--- config.mk ---
export PLATFORM = sky130hd
export DESIGN_NAME = fp_mult_sequencer
export DESIGN_NICKNAME = d
export VERILOG_FILES = /design/src/rtl/fp_mult_sequencer.sv
export SDC_FILE = /design/constraint.sdc
export NUM_CORES = 1
export LEC_CHECK = 0
export CAP_MARGIN = 10
export CORE_MARGIN = 2
export CORE_UTILIZATION = 53
export DETAILED_ROUTE_END_ITERATION = 10
export PLACE_DENSITY = 0.79
export SLEW_MARGIN = 0
export SYNTH_ARGS = -nofsm -noshare
export SYNTH_HDL_FRONTEND = slang
export SYNTH_SLANG_ARGS = --single-unit
export TNS_END_PERCENT = 10
--- constraint.sdc ---
create_clock -name clk -period 4.4 [get_ports clk]
set_clock_uncertainty 0.1 [all_clocks]
set_input_delay 0.88 -clock clk [delete_from_list [all_inputs] [get_ports clk]]
set_output_delay 0.88 -clock clk [all_outputs]
set_load 0.005 [all_outputs]
--- src/rtl/fp_mult_sequencer.sv ---
// fp_mult_sequencer: queues IEEE-754 single-precision operand pairs in a small
// FIFO and issues them one at a time to an external multi-cycle multiplier.
// Each product is captured together with the multiplier flags seen during the
// operation. The result is held in a registered output stage until the
// consumer takes it.
//
// Optional build macro: FPSEQ_TIMEOUT_EN. When it is defined, an operation
// whose multiplier stays silent for 8 WAIT cycles is closed with a quiet-NaN
// product and the timeout flag.
//
// Ports:
//   clk, rst_n                     clock, synchronous active-low reset
//   in_valid_i/in_ready_o          operand-pair handshake; a_i, b_i operands
//   mul_start_o                    one-cycle start pulse to the multiplier
//   mul_a_o, mul_b_o               operands, held for the whole operation
//   mul_product_i, mul_done_i      multiplier result and completion pulse
//   mul_{nan,inf,ovf,unf}_i        multiplier flag pulses
//   out_valid_o/out_ready_i        result handshake
//   out_product_o                  result product
//   out_flags_o                    result flags {timeout, nan, inf, ovf, unf}
//   sticky_flags_o                 OR of result flags since the last clear
//   clear_sticky_i                 clears sticky_flags_o
//   busy_o                         FSM active or operands queued
module fp_mult_sequencer #(
    parameter int unsigned FIFO_DEPTH = 4
) (
    input  logic        clk,
    input  logic        rst_n,
    input  logic        in_valid_i,
    output logic        in_ready_o,
    input  logic [31:0] a_i,
    input  logic [31:0] b_i,
    output logic        mul_start_o,
    output logic [31:0] mul_a_o,
    output logic [31:0] mul_b_o,
    input  logic [31:0] mul_product_i,
    input  logic        mul_done_i,
    input  logic        mul_nan_i,
    input  logic        mul_inf_i,
    input  logic        mul_ovf_i,
    input  logic        mul_unf_i,
    output logic        out_valid_o,
    input  logic        out_ready_i,
    output logic [31:0] out_product_o,
    output logic [4:0]  out_flags_o,
    output logic [4:0]  sticky_flags_o,
    input  logic        clear_sticky_i,
    output logic        busy_o
);

    localparam int unsigned FP_W   = 32;
    localparam int unsigned FLAG_W = 5;
    localparam int unsigned MFLG_W = 4;
    localparam int unsigned PTR_W  = $clog2(FIFO_DEPTH);
    localparam int unsigned CNT_W  = PTR_W + 1;
`ifdef FPSEQ_TIMEOUT_EN
    localparam int unsigned TMO_W    = 4;
    localparam logic [TMO_W-1:0] TMO_LAST = TMO_W'(7);
    localparam logic [FP_W-1:0]  QNAN     = 32'h7FC0_0000;
`endif

    typedef enum logic [1:0] {
        S_IDLE,
        S_ISSUE,
        S_WAIT,
        S_OUTPUT
    } state_e;

    state_e              state_q, state_d;
    logic [PTR_W-1:0]    wr_ptr_q, wr_ptr_d;
    logic [PTR_W-1:0]    rd_ptr_q, rd_ptr_d;
    logic [CNT_W-1:0]    count_q, count_d;
    logic [2*FP_W-1:0]   fifo_mem [FIFO_DEPTH];
    logic [FP_W-1:0]     op_a_q, op_a_d;
    logic [FP_W-1:0]     op_b_q, op_b_d;
    logic                start_q, start_d;
    logic [MFLG_W-1:0]   acc_q, acc_d;
    logic                out_valid_q, out_valid_d;
    logic [FP_W-1:0]     product_q, product_d;
    logic [FLAG_W-1:0]   flags_q, flags_d;
    logic [FLAG_W-1:0]   sticky_q, sticky_d;
    logic                busy_q, busy_d;
`ifdef FPSEQ_TIMEOUT_EN
    logic [TMO_W-1:0]    tmo_q, tmo_d;
`endif

    logic                fifo_full;
    logic                fifo_empty;
    logic                out_free;
    logic                push;
    logic                pop;
    logic                load;
    logic [MFLG_W-1:0]   mul_flags;
    logic [2*FP_W-1:0]   head;

    // FIFO status and handshakes; a pop in the same cycle frees a slot, so a
    // full FIFO still accepts a pair while it hands its head to the FSM.
    assign fifo_full  = (count_q == CNT_W'(FIFO_DEPTH));
    assign fifo_empty = (count_q == '0);
    assign out_free   = !out_valid_q || out_ready_i;
    assign pop        = (state_q == S_IDLE) && !fifo_empty && out_free;
    assign in_ready_o = !fifo_full || pop;
    assign push       = in_valid_i && in_ready_o;
    assign mul_flags  = {mul_nan_i, mul_inf_i, mul_ovf_i, mul_unf_i};
    assign head       = fifo_mem[rd_ptr_q];

    // Operand storage; contents are don't-care while the pointers say empty.
    always_ff @(posedge clk) begin
        if (push) begin
            fifo_mem[wr_ptr_q] <= {a_i, b_i};
        end
    end

    // FIFO pointer and occupancy next-state.
    always_comb begin
        wr_ptr_d = wr_ptr_q;
        rd_ptr_d = rd_ptr_q;
        count_d  = count_q;
        if (push) begin
            wr_ptr_d = wr_ptr_q + PTR_W'(1);
        end
        if (pop) begin
            rd_ptr_d = rd_ptr_q + PTR_W'(1);
        end
        case ({push, pop})
            2'b10:   count_d = count_q + CNT_W'(1);
            2'b01:   count_d = count_q - CNT_W'(1);
            default: count_d = count_q;
        endcase
    end

    // Sequencer FSM next-state and result/flag datapath.
    always_comb begin
        state_d     = state_q;
        op_a_d      = op_a_q;
        op_b_d      = op_b_q;
        start_d     = 1'b0;
        acc_d       = acc_q;
        out_valid_d = out_valid_q && !out_ready_i;
        product_d   = product_q;
        flags_d     = flags_q;
        load        = 1'b0;
`ifdef FPSEQ_TIMEOUT_EN
        tmo_d       = tmo_q;
`endif

        case (state_q)
            S_IDLE: begin
                if (pop) begin
                    state_d = S_ISSUE;
                    op_a_d  = head[2*FP_W-1:FP_W];
                    op_b_d  = head[FP_W-1:0];
                    start_d = 1'b1;
                    acc_d   = '0;
                end
            end
            S_ISSUE: begin
                // Flags may pulse as early as the start cycle.
                acc_d   = acc_q | mul_flags;
                state_d = S_WAIT;
`ifdef FPSEQ_TIMEOUT_EN
                tmo_d   = '0;
`endif
            end
            S_WAIT: begin
                acc_d = acc_q | mul_flags;
                if (mul_done_i) begin
                    load      = 1'b1;
                    product_d = mul_product_i;
                    flags_d   = {1'b0, acc_q | mul_flags};
                    state_d   = S_OUTPUT;
                end
`ifdef FPSEQ_TIMEOUT_EN
                else if (tmo_q == TMO_LAST) begin
                    // Eighth silent WAIT cycle: close with a quiet NaN.
                    load      = 1'b1;
                    product_d = QNAN;
                    flags_d   = {1'b1, acc_q | mul_flags};
                    state_d   = S_OUTPUT;
                end else begin
                    tmo_d = tmo_q + TMO_W'(1);
                end
`endif
            end
            S_OUTPUT: begin
                state_d = S_IDLE;
            end
            default: begin
                state_d = S_IDLE;
            end
        endcase

        if (load) begin
            out_valid_d = 1'b1;
        end

        // A load wins over a coincident clear so its flags are never lost.
        sticky_d = clear_sticky_i ? '0 : sticky_q;
        if (load) begin
            sticky_d = sticky_d | flags_d;
        end

        busy_d = (state_d != S_IDLE) || (count_d != '0);
    end

    // State registers.
    always_ff @(posedge clk) begin
        if (!rst_n) begin
            state_q     <= S_IDLE;
            wr_ptr_q    <= '0;
            rd_ptr_q    <= '0;
            count_q     <= '0;
            op_a_q      <= '0;
            op_b_q      <= '0;
            start_q     <= 1'b0;
            acc_q       <= '0;
            out_valid_q <= 1'b0;
            product_q   <= '0;
            flags_q     <= '0;
            sticky_q    <= '0;
            busy_q      <= 1'b0;
`ifdef FPSEQ_TIMEOUT_EN
            tmo_q       <= '0;
`endif
        end else begin
            state_q     <= state_d;
            wr_ptr_q    <= wr_ptr_d;
            rd_ptr_q    <= rd_ptr_d;
            count_q     <= count_d;
            op_a_q      <= op_a_d;
            op_b_q      <= op_b_d;
            start_q     <= start_d;
            acc_q       <= acc_d;
            out_valid_q <= out_valid_d;
            product_q   <= product_d;
            flags_q     <= flags_d;
            sticky_q    <= sticky_d;
            busy_q      <= busy_d;
`ifdef FPSEQ_TIMEOUT_EN
            tmo_q       <= tmo_d;
`endif
        end
    end

    assign mul_start_o    = start_q;
    assign mul_a_o        = op_a_q;
    assign mul_b_o        = op_b_q;
    assign out_valid_o    = out_valid_q;
    assign out_product_o  = product_q;
    assign out_flags_o    = flags_q;
    assign sticky_flags_o = sticky_q;
    assign busy_o         = busy_q;

endmodule
==> metrics.yaml <==
dieArea_mm2: 0.0276
vias_per_cell: 5.43
dpl-instance-area_mm2: 0.0165
max_freq_mhz: 302
cts_resized: 0
ys_seq_area_share_pct: 72.7
synth-async-reset-ratio_pct: 0
cts_tree: "done"
cp_max_fo: 4
crit_path_start: "out_ready_i"
hold_violations: 0
wire_per_inst_um: 19.5
met3_length_um: 1790
p_sw_mw: 2.96
clkPwrFrac_pct: 28.5
hold_path_class: "reg -> reg"
grt_max_degree: 87
maxSlewHeadroom_pct: 36.5
clock-sinks: 378
htree_num_levels: 2
grt_pass1_wl_um: 44700
worst_pin_slew_ps: 952
cts_setup_buffers: 0
route.met2.wl_um: 14500
firstDrtPassIters: 5
ys_warn_count: 0
dr_total_vias: 7993
place_inst: 1402
nFillCells: 1750
drc_errors: 0
yosys-top-cells-area: "edfxtp_1 55%, dfxtp_1 18%, mux4_2 10%"
drv_slew: 0
period_share_pct: 75.2
die_w_um: 166
cp-start-kind: "input pin"
rr_endpoint: "fifo_mem[2][38]$_DFFE_PP_"
wl_met1_um: 11800
fin_area_mm2: 0.0176
p_sw_share_pct: 28.7
rsz0062_at_grt: "false"
crit_path_end: "in_ready_o"
area_growth_pct: 26.3
cap_violations: 0
fin_nets: 1220
netlist_instances: 888
clk_pin_slew_ps: 60
synth_edf_count: 256
ys_seq_elements: 378
track_usage_pct: 20.7
clk_latency_ps: 520
synth_top_cell_by_area: "edfxtp_1"
place_congestion: 0.816
drtIter0Drc: 577
r2r_slack_ps: 1570
synth.distinct_cells: 40
outcome: "finished, final reports clean"
regToRegStartpoint: "state_q[0]$_SDFF_PN0_"
whs_ps: 350
ir_drop_mv: 0.461
start_util_pct: 53.8
synth_area_per_cell_um2: 15.7
cp_data_required_time_ps: 3420
p_seq_share_pct: 45.6
postCtsHoldBufs: 0
core_mm2: 0.0259
yosys.area.top_type_share_pct: 55.1
die_h_um: 166
reg2reg_depth: 6
p_int_mw: 7.35
p_per_area_mw_per_mm2: 586
rows: 59
finalSetupViolations: 0
grt_overflow: 0
ant_nets: 0
tritoncts.num_buffers: 38
setup_tns_ps: 0
synth-main-ff-cell: "edfxtp_1"
crit_arrival_ps: 2330
routed_wl_um: 28700
finalNonFillerCells: 1472
p_comb_share_pct: 25.9
period_needed_ps: 3310
synth.cell_area_mm2: 0.0139
grt_pass1_vias: 8162
antenna_found_initial: 0
n_antenna_cell: 0
io_buffers: 215
syn-num-nets: 1001
root_buffer: "clkbuf_16"
clockBufferDepth: 3
top_layer_used: "met4"
ioPinCount: 216
drive_gt1_share_pct: 12.8
end_kind: "output pin"
critPathKind: "in -> out"
p_leak_nw: 5.77
hpwl_um: 17600
-- power by group through the flow --
stage / clock network (mW) / logic [mW] / registers [mW]
after CTS: 3.00 / 2.71 / 4.71
after detailed placement: 0 / 2.68 / 4.78
after floorplan: 0 / 1.53 / 4.66
after global placement: 0 / 2.61 / 4.76
final: 2.94 / 2.67 / 4.70
after global routing: 3.15 / 2.91 / 4.77
-- cells by family (layout without fill, tap and decap cells) --
group	Yosys count	in the layout	synth area share (%)
flops	378	378	72.7
simple gates	242	242	7.29
compound gates	132	132	6.88
mux	65	65	10.4
buf+inv	60	309	1.83
fa+ha+maj	7	7	0.682
xor+xnor	4	4	0.251
-- stage by stage --
step	power [mW]	setup WS [ps]	util, %
floorplan	6.19	789	-
global placement	7.37	829	63.6
detailed placement	7.46	729	63.6
CTS	10.4	1090	68.0
global route	10.8	1000	68.0
finish	10.3	1090	68.0
-- cell usage after synthesis (2+ instances only) --
master / n
nor2_1: 7
o31a_1: 2
nor3_1: 2
buf_2: 15
ha_1: 6
inv_1: 7
nand2b_1: 5
a21boi_0: 41
nor2b_1: 3
and2_1: 13
mux4_2: 64
dfxtp_1: 122
o21ai_0: 6
nand2_1: 202
a2111oi_0: 2
nor3b_2: 4
clkbuf_1: 35
edfxtp_1: 256
a21oi_1: 10
a21boi_1: 64
xnor2_1: 3
-- worst max-delay path, cell delays in order --
cell and delay (ps):
clkdlybuf4s50_1 480, nand2b_1 170, nand2_1 130, nand3_1 150, clkdlybuf4s50_1 510
-- registers in the layout, summed over array words and instances (netlist names), 3 cells and up --
name            cells
acc_q               4
count_q             3
fifo_mem          256
mul_a_o            32
mul_b_o            32
out_flags_o         5
out_product_o      32
sticky_flags_o      5
-- per-layer routing --
metal,up-vias,track usage (%)
li1,3713,-
met1,3951,26.5
met2,282,35.8
met3,47,4.24
met4,0,6.24
met5,-,0
-- cells in the final DEF (no fill, tap or decap), types with 7 or more instances in the layout --
master | synthesis | layout
a21boi_1 | 64 | 64
and2_1 | 13 | 9
a21boi_0 | 41 | 41
clkbuf_1 | 35 | 19
nand2_1 | 202 | 202
dfxtp_1 | 122 | 120
clkbuf_16 | 0 | 38
nor2_1 | 7 | 7
mux4_2 | 64 | 64
a21oi_1 | 10 | 10
inv_1 | 7 | 7
edfxtp_1 | 256 | 256
buf_4 | 1 | 14
clkdlybuf4s50_1 | 0 | 214
-- how the worst min path moves through the flow --
stage | from | to | slack (ps) | cells after the start
4_1_cts | sticky_flags_o[4]$_SDFF_PN0_ | sticky_flags_o[4]$_SDFF_PN0_ | 350 | 2
2_1_floorplan | sticky_flags_o[4]$_SDFF_PN0_ | sticky_flags_o[4]$_SDFF_PN0_ | 340 | 2
3_5_place_dp | sticky_flags_o[4]$_SDFF_PN0_ | sticky_flags_o[4]$_SDFF_PN0_ | 340 | 2
6_report | mul_a_o[25]$_SDFFE_PN0P_ | mul_a_o[25]$_SDFFE_PN0P_ | 350 | 2
3_3_place_gp | sticky_flags_o[4]$_SDFF_PN0_ | sticky_flags_o[4]$_SDFF_PN0_ | 330 | 2
5_1_grt | mul_b_o[19]$_SDFFE_PN0P_ | mul_b_o[19]$_SDFFE_PN0P_ | 370 | 2
-- area by class of cell --
| class | instances | area, um2 | area share (%) |
|---|---|---|---|
| Clock buffer | 61 | 1080 | 6.12 |
| Tap cell | 335 | 419 | 2.38 |
| Sequential cell | 378 | 10100 | 57.6 |
| Timing Repair Buffer | 231 | 2310 | 13.1 |
| Multi-Input combinational cell | 450 | 3580 | 20.3 |
| Clock inverter | 9 | 62.6 | 0.355 |
| Inverter | 8 | 30.0 | 0.171 |
(Power assumes the default switching activity.)
